**config.mk**
```make
export PLATFORM = sky130hd
export DESIGN_NAME = acc_unit
export DESIGN_NICKNAME = d
export VERILOG_FILES = /design/src/rtl/acc_pkg.sv /design/src/rtl/acc_stack.sv /design/src/rtl/acc_unit.sv
export SDC_FILE = /design/constraint.sdc
export NUM_CORES = 1
export LEC_CHECK = 0
export CAP_MARGIN = 0
export CORE_MARGIN = 5
export CORE_UTILIZATION = 30
export DETAILED_ROUTE_END_ITERATION = 8
export GPL_TIMING_DRIVEN = 1
export PLACE_DENSITY = 0.52
export SLEW_MARGIN = 20
export SYNTH_ARGS = -nofsm -noshare
export SYNTH_HDL_FRONTEND = slang
export SYNTH_SLANG_ARGS = --single-unit
```
**constraint.sdc**
```tcl
create_clock -name clk -period 5.23 [get_ports clk]
set_input_delay 0.523 -clock clk [delete_from_list [all_inputs] [get_ports clk]]
set_output_delay 0.523 -clock clk [all_outputs]
set_load 0.1 [all_outputs]
```
**src/rtl/acc_pkg.sv**
```systemverilog
// acc_pkg: shared opcodes, FSM states and default sizes
// for the acc_unit accumulator slice.
package acc_pkg;

    localparam int ACC_WIDTH_D = 10;
    localparam int ACC_DEPTH_D = 4;
    localparam int ACC_SHAMT_D = 4;

    typedef enum logic [3:0] {
        OP_NOP  = 4'd0,
        OP_LOAD = 4'd1,
        OP_ADD  = 4'd2,
        OP_SUB  = 4'd3,
        OP_AND  = 4'd4,
        OP_OR   = 4'd5,
        OP_CLR  = 4'd6,
        OP_SHL  = 4'd7,
        OP_SHR  = 4'd8,
        OP_PUSH = 4'd9,
        OP_POP  = 4'd10
    } acc_op_e;

    typedef enum logic {
        ST_IDLE  = 1'b0,
        ST_SHIFT = 1'b1
    } acc_state_e;

endpackage

```
**src/rtl/acc_stack.sv**
```systemverilog
// acc_stack: small LIFO save stack for the accumulator.
// Full/empty derive directly from the registered pointer.
module acc_stack
    import acc_pkg::*;
#(
    parameter int WIDTH = ACC_WIDTH_D,
    parameter int DEPTH = ACC_DEPTH_D
) (
    input  logic             clk,
    input  logic             rst,
    input  logic             push,
    input  logic             pop,
    input  logic [WIDTH-1:0] data_in,
    output logic [WIDTH-1:0] data_out,
    output logic             full,
    output logic             empty
);

    localparam int PW = $clog2(DEPTH + 1);
    localparam int IW = $clog2(DEPTH);
    localparam logic [PW-1:0] P_ONE = PW'(1);

    logic [WIDTH-1:0] mem [DEPTH];
    logic [PW-1:0]    ptr;

    assign full     = (ptr == PW'(DEPTH));
    assign empty    = (ptr == '0);
    assign data_out = mem[IW'(ptr - P_ONE)];

    always_ff @(posedge clk or posedge rst) begin
        if (rst) begin
            ptr <= '0;
        end else if (push && !full) begin
            ptr <= ptr + P_ONE;
        end else if (pop && !empty) begin
            ptr <= ptr - P_ONE;
        end
    end

    always_ff @(posedge clk) begin
        if (push && !full) begin
            mem[IW'(ptr)] <= data_in;
        end
    end

endmodule

```
**src/rtl/acc_unit.sv**
```systemverilog
// acc_unit: parametrised accumulator with flags, serial shifts
// and an optional LIFO save stack (compiled in by ACC_STACK_EN).
module acc_unit
    import acc_pkg::*;
#(
    parameter int WIDTH       = ACC_WIDTH_D,
    parameter int STACK_DEPTH = ACC_DEPTH_D,
    parameter int SHAMT_W     = ACC_SHAMT_D
) (
    input  logic               clk,
    input  logic               rst,
    input  logic               op_valid,
    output logic               op_ready,
    input  logic [3:0]         op,
    input  logic [WIDTH-1:0]   operand,
    input  logic [SHAMT_W-1:0] shamt,
    output logic [WIDTH-1:0]   acc,
    output logic               flag_z,
    output logic               flag_n,
    output logic               flag_c,
    output logic               flag_v,
    output logic               stk_empty,
    output logic               stk_full,
    output logic               err
);

    localparam int MSB = WIDTH - 1;
    localparam logic [SHAMT_W-1:0] CNT_ONE = SHAMT_W'(1);

    acc_state_e state, state_nxt;

    logic [SHAMT_W-1:0] cnt;
    logic               dir_r;
    logic               fire;
    logic               shift_go;
    logic               illegal;
    logic               stk_pop;
    logic               stk_fault;
    logic [WIDTH-1:0]   stk_dout;
    logic [WIDTH:0]     sum;
    logic [WIDTH:0]     dif;
    logic               add_v;
    logic               sub_v;
    logic               sh_right;
    logic [WIDTH-1:0]   sh_acc;
    logic               sh_out;

    assign fire     = op_valid && op_ready;
    assign shift_go = fire && (op == OP_SHL || op == OP_SHR)
                      && (shamt != '0);
    assign illegal  = (op > OP_POP);

    assign sum   = {1'b0, acc} + {1'b0, operand};
    assign dif   = {1'b0, acc} - {1'b0, operand};
    assign add_v = (acc[MSB] == operand[MSB]) && (sum[MSB] != acc[MSB]);
    assign sub_v = (acc[MSB] != operand[MSB]) && (dif[MSB] != acc[MSB]);

    // Direction comes from the opcode on the accept edge, then from dir_r.
    assign sh_right = (state == ST_SHIFT) ? dir_r : (op == OP_SHR);
    assign sh_acc   = sh_right ? {acc[MSB], acc[MSB:1]}
                               : {acc[MSB-1:0], 1'b0};
    assign sh_out   = sh_right ? acc[0] : acc[MSB];

    assign flag_z = (acc == '0);
    assign flag_n = acc[MSB];

`ifdef ACC_STACK_EN
    logic stk_push;

    assign stk_push  = fire && (op == OP_PUSH) && !stk_full;
    assign stk_pop   = fire && (op == OP_POP) && !stk_empty;
    assign stk_fault = fire && (((op == OP_PUSH) && stk_full) ||
                                ((op == OP_POP) && stk_empty));

    acc_stack #(
        .WIDTH (WIDTH),
        .DEPTH (STACK_DEPTH)
    ) u_stack (
        .clk      (clk),
        .rst      (rst),
        .push     (stk_push),
        .pop      (stk_pop),
        .data_in  (acc),
        .data_out (stk_dout),
        .full     (stk_full),
        .empty    (stk_empty)
    );
`else
    assign stk_pop   = 1'b0;
    assign stk_dout  = '0;
    assign stk_fault = fire && (op == OP_PUSH || op == OP_POP);
    assign stk_empty = 1'b1;
    // No storage compiled in, so the stack can never report full.
    assign stk_full  = (STACK_DEPTH < 1);
`endif

    always_ff @(posedge clk or posedge rst) begin
        if (rst) begin
            state <= ST_IDLE;
        end else begin
            state <= state_nxt;
        end
    end

    always_comb begin
        state_nxt = state;
        unique case (state)
            ST_IDLE: begin
                if (shift_go && shamt != CNT_ONE) begin
                    state_nxt = ST_SHIFT;
                end
            end
            ST_SHIFT: begin
                if (cnt == CNT_ONE) begin
                    state_nxt = ST_IDLE;
                end
            end
            default: state_nxt = ST_IDLE;
        endcase
    end

    always_comb begin
        op_ready = (state == ST_IDLE);
    end

    always_ff @(posedge clk or posedge rst) begin
        if (rst) begin
            acc    <= '0;
            flag_c <= 1'b0;
            flag_v <= 1'b0;
            err    <= 1'b0;
            cnt    <= '0;
            dir_r  <= 1'b0;
        end else begin
            err <= stk_fault || (fire && illegal);
            if (state == ST_SHIFT) begin
                acc    <= sh_acc;
                flag_c <= sh_out;
                cnt    <= cnt - CNT_ONE;
            end else if (fire) begin
                case (op)
                    OP_LOAD: begin
                        acc    <= operand;
                        flag_c <= 1'b0;
                        flag_v <= 1'b0;
                    end
                    OP_ADD: begin
                        acc    <= sum[MSB:0];
                        flag_c <= sum[WIDTH];
                        flag_v <= add_v;
                    end
                    OP_SUB: begin
                        acc    <= dif[MSB:0];
                        flag_c <= dif[WIDTH];
                        flag_v <= sub_v;
                    end
                    OP_AND: begin
                        acc    <= acc & operand;
                        flag_c <= 1'b0;
                        flag_v <= 1'b0;
                    end
                    OP_OR: begin
                        acc    <= acc | operand;
                        flag_c <= 1'b0;
                        flag_v <= 1'b0;
                    end
                    OP_CLR: begin
                        acc    <= '0;
                        flag_c <= 1'b0;
                        flag_v <= 1'b0;
                    end
                    OP_SHL, OP_SHR: begin
                        if (shamt != '0) begin
                            acc    <= sh_acc;
                            flag_c <= sh_out;
                            flag_v <= 1'b0;
                            cnt    <= shamt - CNT_ONE;
                            dir_r  <= (op == OP_SHR);
                        end
                    end
                    OP_POP: begin
                        if (stk_pop) begin
                            acc    <= stk_dout;
                            flag_c <= 1'b0;
                            flag_v <= 1'b0;
                        end
                    end
                    default: ;
                endcase
            end
        end
    end

endmodule
```
After elaboration in Yosys (flattened, before gate mapping)

Cells that the tools add are included.
W data, S select, Z words.

Flip-flop bits (word level): 19
Input port bits: 21
Logic and storage cells: 79
Output and inout port bits: 18

Add/sub/neg operators: 4
Eq/ne operators: 18
Bitwise logic cells: 3
Reduce and logical (&&, ||, !) cells: 26
Muxes and demuxes: 20
Order comparisons: 1

Operators with widths:

| operator              | number |
|---|---|
| $pmux W10 S7          | 1 |
| $mux W10              | 4 |
| $eq A4 B3 Y1 const B  | 4 |
| $mux W4               | 4 |
| $eq A4 B4 Y1 const B  | 3 |
| $add A10 B10 Y11      | 1 |
| $sub A10 B10 Y11      | 1 |
| $and A10 B10 Y10      | 1 |
| $logic_not A10 Y1     | 1 |
| $or A10 B10 Y10       | 1 |
| $reduce_and A3 Y1     | 3 |
| $eq A4 B1 Y1 const B  | 2 |
| $eq A4 B2 Y1 const B  | 2 |
| $logic_and A1 B1 Y1   | 8 |
| $mux W1               | 8 |
| $pmux W1 S4           | 2 |
| $reduce_and A4 Y1     | 2 |
| $reduce_bool A4 Y1    | 2 |
| $reduce_bool A8 Y1    | 1 |
| $sub A4 B1 Y4 const B | 2 |
| $reduce_bool A2 Y1    | 3 |
| $reduce_bool A5 Y1    | 1 |
| $gt A4 B4 Y1 const B  | 1 |
| $ne A4 B1 Y1 const B  | 1 |
| 9 further kinds       | 13 |

Depth between registers and ports, before layout

Word-level depth: 7
Gate-level depth with buffers: 10
Mapped depth without buffers: 9

Least setup slack after synthesis

Ideal clock, no wire load.

Kind: flip-flop to output port
Start point: register acc[1]
End point: output port flag_z
Path slack: 0.655 ns
Cell stages (with the launch flop): 4
Path buffers: 0
Arrival: 4.052 ns
Data required time: 4.707 ns
Cells stage by stage: dfrtp_1 inv_1 nand4_1 nor4_1

Cells in the longest elaborated chain, start to end: 1

RTL lines:

| element                  | line            | source |
|---|---|---|
| start: declaration       | acc_unit.sv:17  | `output logic [WIDTH-1:0] acc,` |
| start signal: assignment | acc_unit.sv:143 | `acc <= operand;` |
| start signal: assignment | acc_unit.sv:148 | `acc <= sum[MSB:0];` |
| start signal: assignment | acc_unit.sv:153 | `acc <= dif[MSB:0];` |
| $logic_not A10 Y1        | acc_unit.sv:64  | `assign flag_z = (acc == '0);` |
| end: declaration         | acc_unit.sv:18  | `output logic flag_z,` |

Every way passes these cells.

Worst setup path in the final report

Start point: input port op[3]
End point: register acc[0]

Cells in the longest elaborated chain, start to end: 7

RTL lines:

| element                | line                            | source |
|---|---|---|
| start: declaration     | acc_unit.sv:14                  | `input logic [3:0] op,` |
| $eq A4 B4 Y1           | acc_unit.sv:59, acc_unit.sv:141 |  |
| $mux W1                | acc_unit.sv:59                  | `assign sh_right = (state == ST_SHIFT) ? dir_r : (op == OP_SHR);` |
| $mux W10               | acc_unit.sv:60                  | `assign sh_acc = sh_right ? {acc[MSB], acc[MSB:1]}` |
| $mux W10               | acc_unit.sv:173                 | `if (shamt != '0) begin` |
| $pmux W10 S7           | acc_unit.sv:141                 | `case (op)` |
| $mux W10               | acc_unit.sv:140                 | `end else if (fire) begin` |
| $mux W10               | acc_unit.sv:136                 | `if (state == ST_SHIFT) begin` |
| end signal: assignment | acc_unit.sv:143                 |  |
| end signal: assignment | acc_unit.sv:148                 |  |
| end signal: assignment | acc_unit.sv:183                 | `acc <= stk_dout;` |

Several ways; a longest one is shown, not always the timed one. The select of a mux whose other input is x is not followed.
A chain may end at the register's enable or synchronous reset.

==> flow_summary.toml <==
[die]
die_w_um = 108
start_util = 0.308
pin_count = 39
dieArea_um2 = 11600
die-height_um = 108
rows = 35
core-area_um2 = 9280

[global_route]
antenna_found_initial = 0
grt_max_degree = 43
grt_pass1_wl_mm = 15.1
track_usage = 0.162
grt_pass1_vias = 2759
grt_overflow_total = 0

[clocking]
path_clk_slew_ps = 80
max-clock-path-buffers = 2
cts.htree.levels = 1
post_cts_buffers = 0
cts.sinks = 19
cts_made_buffers = 3
cts_tree = "yes"
cts_hold_buf = 0
cts-root-buf = "clkbuf_8"
clkLatencyLatePin_ps = 260
cts_resized = 0

[critical_path]
startpoint_type = "input pin"
end_kind = "flip-flop"
crit_path_max_fanout = 24
path_class = "in2reg"
worstPathArrival_ps = 3510
critical_path_required_ps = 5380

[drt]
vias = 2948
drt-pass1-iter-count = 5
post_drt_via_cell_ratio = 5.74
route.detailed.drc = 0
finalWirelength_mm = 9.46
drtAntennaViolNets = 0
dr.first_iter.drc_count = 341
wl_per_cell_um = 18.4

[timing]
fin_skew_ps = 6.25
fin_crit_sh = 0.642
tns_ps = 0
slew_headroom = 0.345
max_freq_mhz = 298
rsz0062_at_grt = "false"
worst_slack_ps = 1870
hold_viol = 0
fin_crit_ps = 3360
finalSetupViolCount = 0
tightestPinTransition_ps = 980
drv_slew = 0

[yosys]
synth.area.top_cells = "dfrtp_1 17%, ha_1 15%, a21oi_1 5.4%"
synth-edff-count = 0
synth-async-reset-ratio = 1.00
synth_seq_area_share = 0.166
syn_area_um2 = 2860
yosys.area.top_type_share = 0.166
synth_cells = 370
ys_seq_elements = 19
syn_nets = 427
syn_avg_cell_area_um2 = 7.73
yosysUniqueCellTypes = 63
yosys.area.top_type = "dfrtp_1"
synth_flop_cell = "dfrtp_1"
synth_warnings = 0

[layout]
multi_input_area_um2 = 2110
fillers = 1000
area_growth_pct = 15.5
antennaDiodeCount = 0
seqCellArea_um2 = 475
layout-drive-gt1-share = 0.0442
finalNetCount = 443

[power]
power.leakage_nw = 1.40
p_per_area_nw_per_um2 = 553
vdd_drop_max_mv = 0.242

[run_status]
run_status = "finished, final reports clean"

[hold_path]
hold_class = "reg2reg"

[placement]
dp_hpwl_mm = 7.22
place_congestion = 0.907
place_ws_ps = 1630
port_buffers = 36

[run]
timing.max_cap.violations = 0
critical path, stage by stage:
cell and delay [ps]:
clkdlybuf4s50_1 950, or4b_4 610, o21ai_4 190, a31oi_1 170, nor2_1 640, mux2_2 410
metal layers:
metal	up-vias	global-route usage	routed length [um]
li1	1385	-	-
met1	1431	0.244	4700
met2	111	0.241	4100
met3	21	0.0168	443
met4	0	0.0496	216
met5	-	0	0
cell usage after synthesis, types with 5 or more instances:
library cell / n
o31ai_1: 8
ha_1: 34
nand3_1: 6
nor2_1: 33
mux2i_1: 11
a31oi_1: 8
xnor2_1: 6
buf_2: 5
mux2_2: 5
a21oi_1: 31
nor2b_1: 5
nor3_1: 5
dfrtp_1: 19
a221oi_1: 6
inv_1: 36
clkbuf_1: 13
nand2b_1: 5
o21ai_0: 24
a21o_1: 5
nand2_1: 15
a211oi_1: 10
worst paths after layout:
| path | startpoint | end | slack [ps] | cells after the start |
|---|---|---|---|---|
| worst max-delay path | op[3] | acc[0] | 1870 | 6 |
| worst min-delay path | cnt[2] | cnt[2] | 550 | 1 |
| max in group asynchronous | rst | acc[7] | 4020 | 2 |
| worst max register to register | acc[5] | acc[9] | 2150 | 8 |
| min in group asynchronous | rst | acc[5] | 710 | 2 |
| worst min register to register | cnt[2] | cnt[2] | 550 | 1 |
power by group:
group	switching, W	internal (W)	leakage (nW)	total [W]
Clock	0.0000523	0.0000543	0.0228	0.000107
Sequential	0.000137	0.000213	0.222	0.000350
Combinational	0.000932	0.000440	1.15	0.00137
Total	0.00112	0.000707	1.40	0.00183
final cells by class:
cell class	instances	share of cell area
timing repair buffer	37	0.111
clock buffer	4	0.0136
inverter	38	0.0432
tap	129	0.0488
multi-input combinational	287	0.639
sequential	19	0.144
per-stage QoR:
step	utilization	total power, W	cell area, um2	cells	hold WS [ps]
finish	0.356	0.00183	3300	514	547
global route	0.356	0.00195	3300	514	575
detailed placement	0.351	0.00170	3260	510	533
CTS	0.356	0.00182	3300	514	546
global placement	0.351	0.00171	3260	510	536
floorplan	-	0.00135	2860	370	474
sequential cells by signal (all words and copies together) (netlist names):
| signal | cells |
|---|---|
| cnt | 4 |
| err | 1 |
| flag_c | 1 |
| dir_r | 1 |
| flag_v | 1 |
| state | 1 |
| acc | 10 |
layout by cell type (no fill, tap or decap), types with 5 or more instances in the layout:
| cell type | synthesis | routed |
|---|---|---|
| nand2b_1 | 5 | 5 |
| xnor2_1 | 6 | 6 |
| mux2_2 | 5 | 5 |
| a221oi_1 | 6 | 6 |
| nand3_1 | 6 | 6 |
| a21oi_1 | 31 | 31 |
| a31oi_1 | 8 | 8 |
| inv_1 | 36 | 36 |
| a211oi_1 | 10 | 10 |
| dfrtp_1 | 19 | 19 |
| nand2_1 | 15 | 15 |
| nor2b_1 | 5 | 5 |
| a21o_1 | 5 | 5 |
| clkdlybuf4s50_1 | 0 | 36 |
| mux2i_1 | 11 | 11 |
| nor3_1 | 5 | 5 |
| nor2_1 | 33 | 33 |
| o31ai_1 | 8 | 8 |
| o21ai_0 | 24 | 24 |
| ha_1 | 34 | 34 |
logic make-up after synthesis:
family | Yosys count | synth area share
compound gates | 139 | 0.344
simple gates | 87 | 0.150
buf+inv | 64 | 0.0954
fa+ha+maj | 36 | 0.163
flops | 19 | 0.166
mux | 16 | 0.0582
xor+xnor | 7 | 0.0214
other cells | 2 | 0.00263
(Power assumes the default switching activity.)
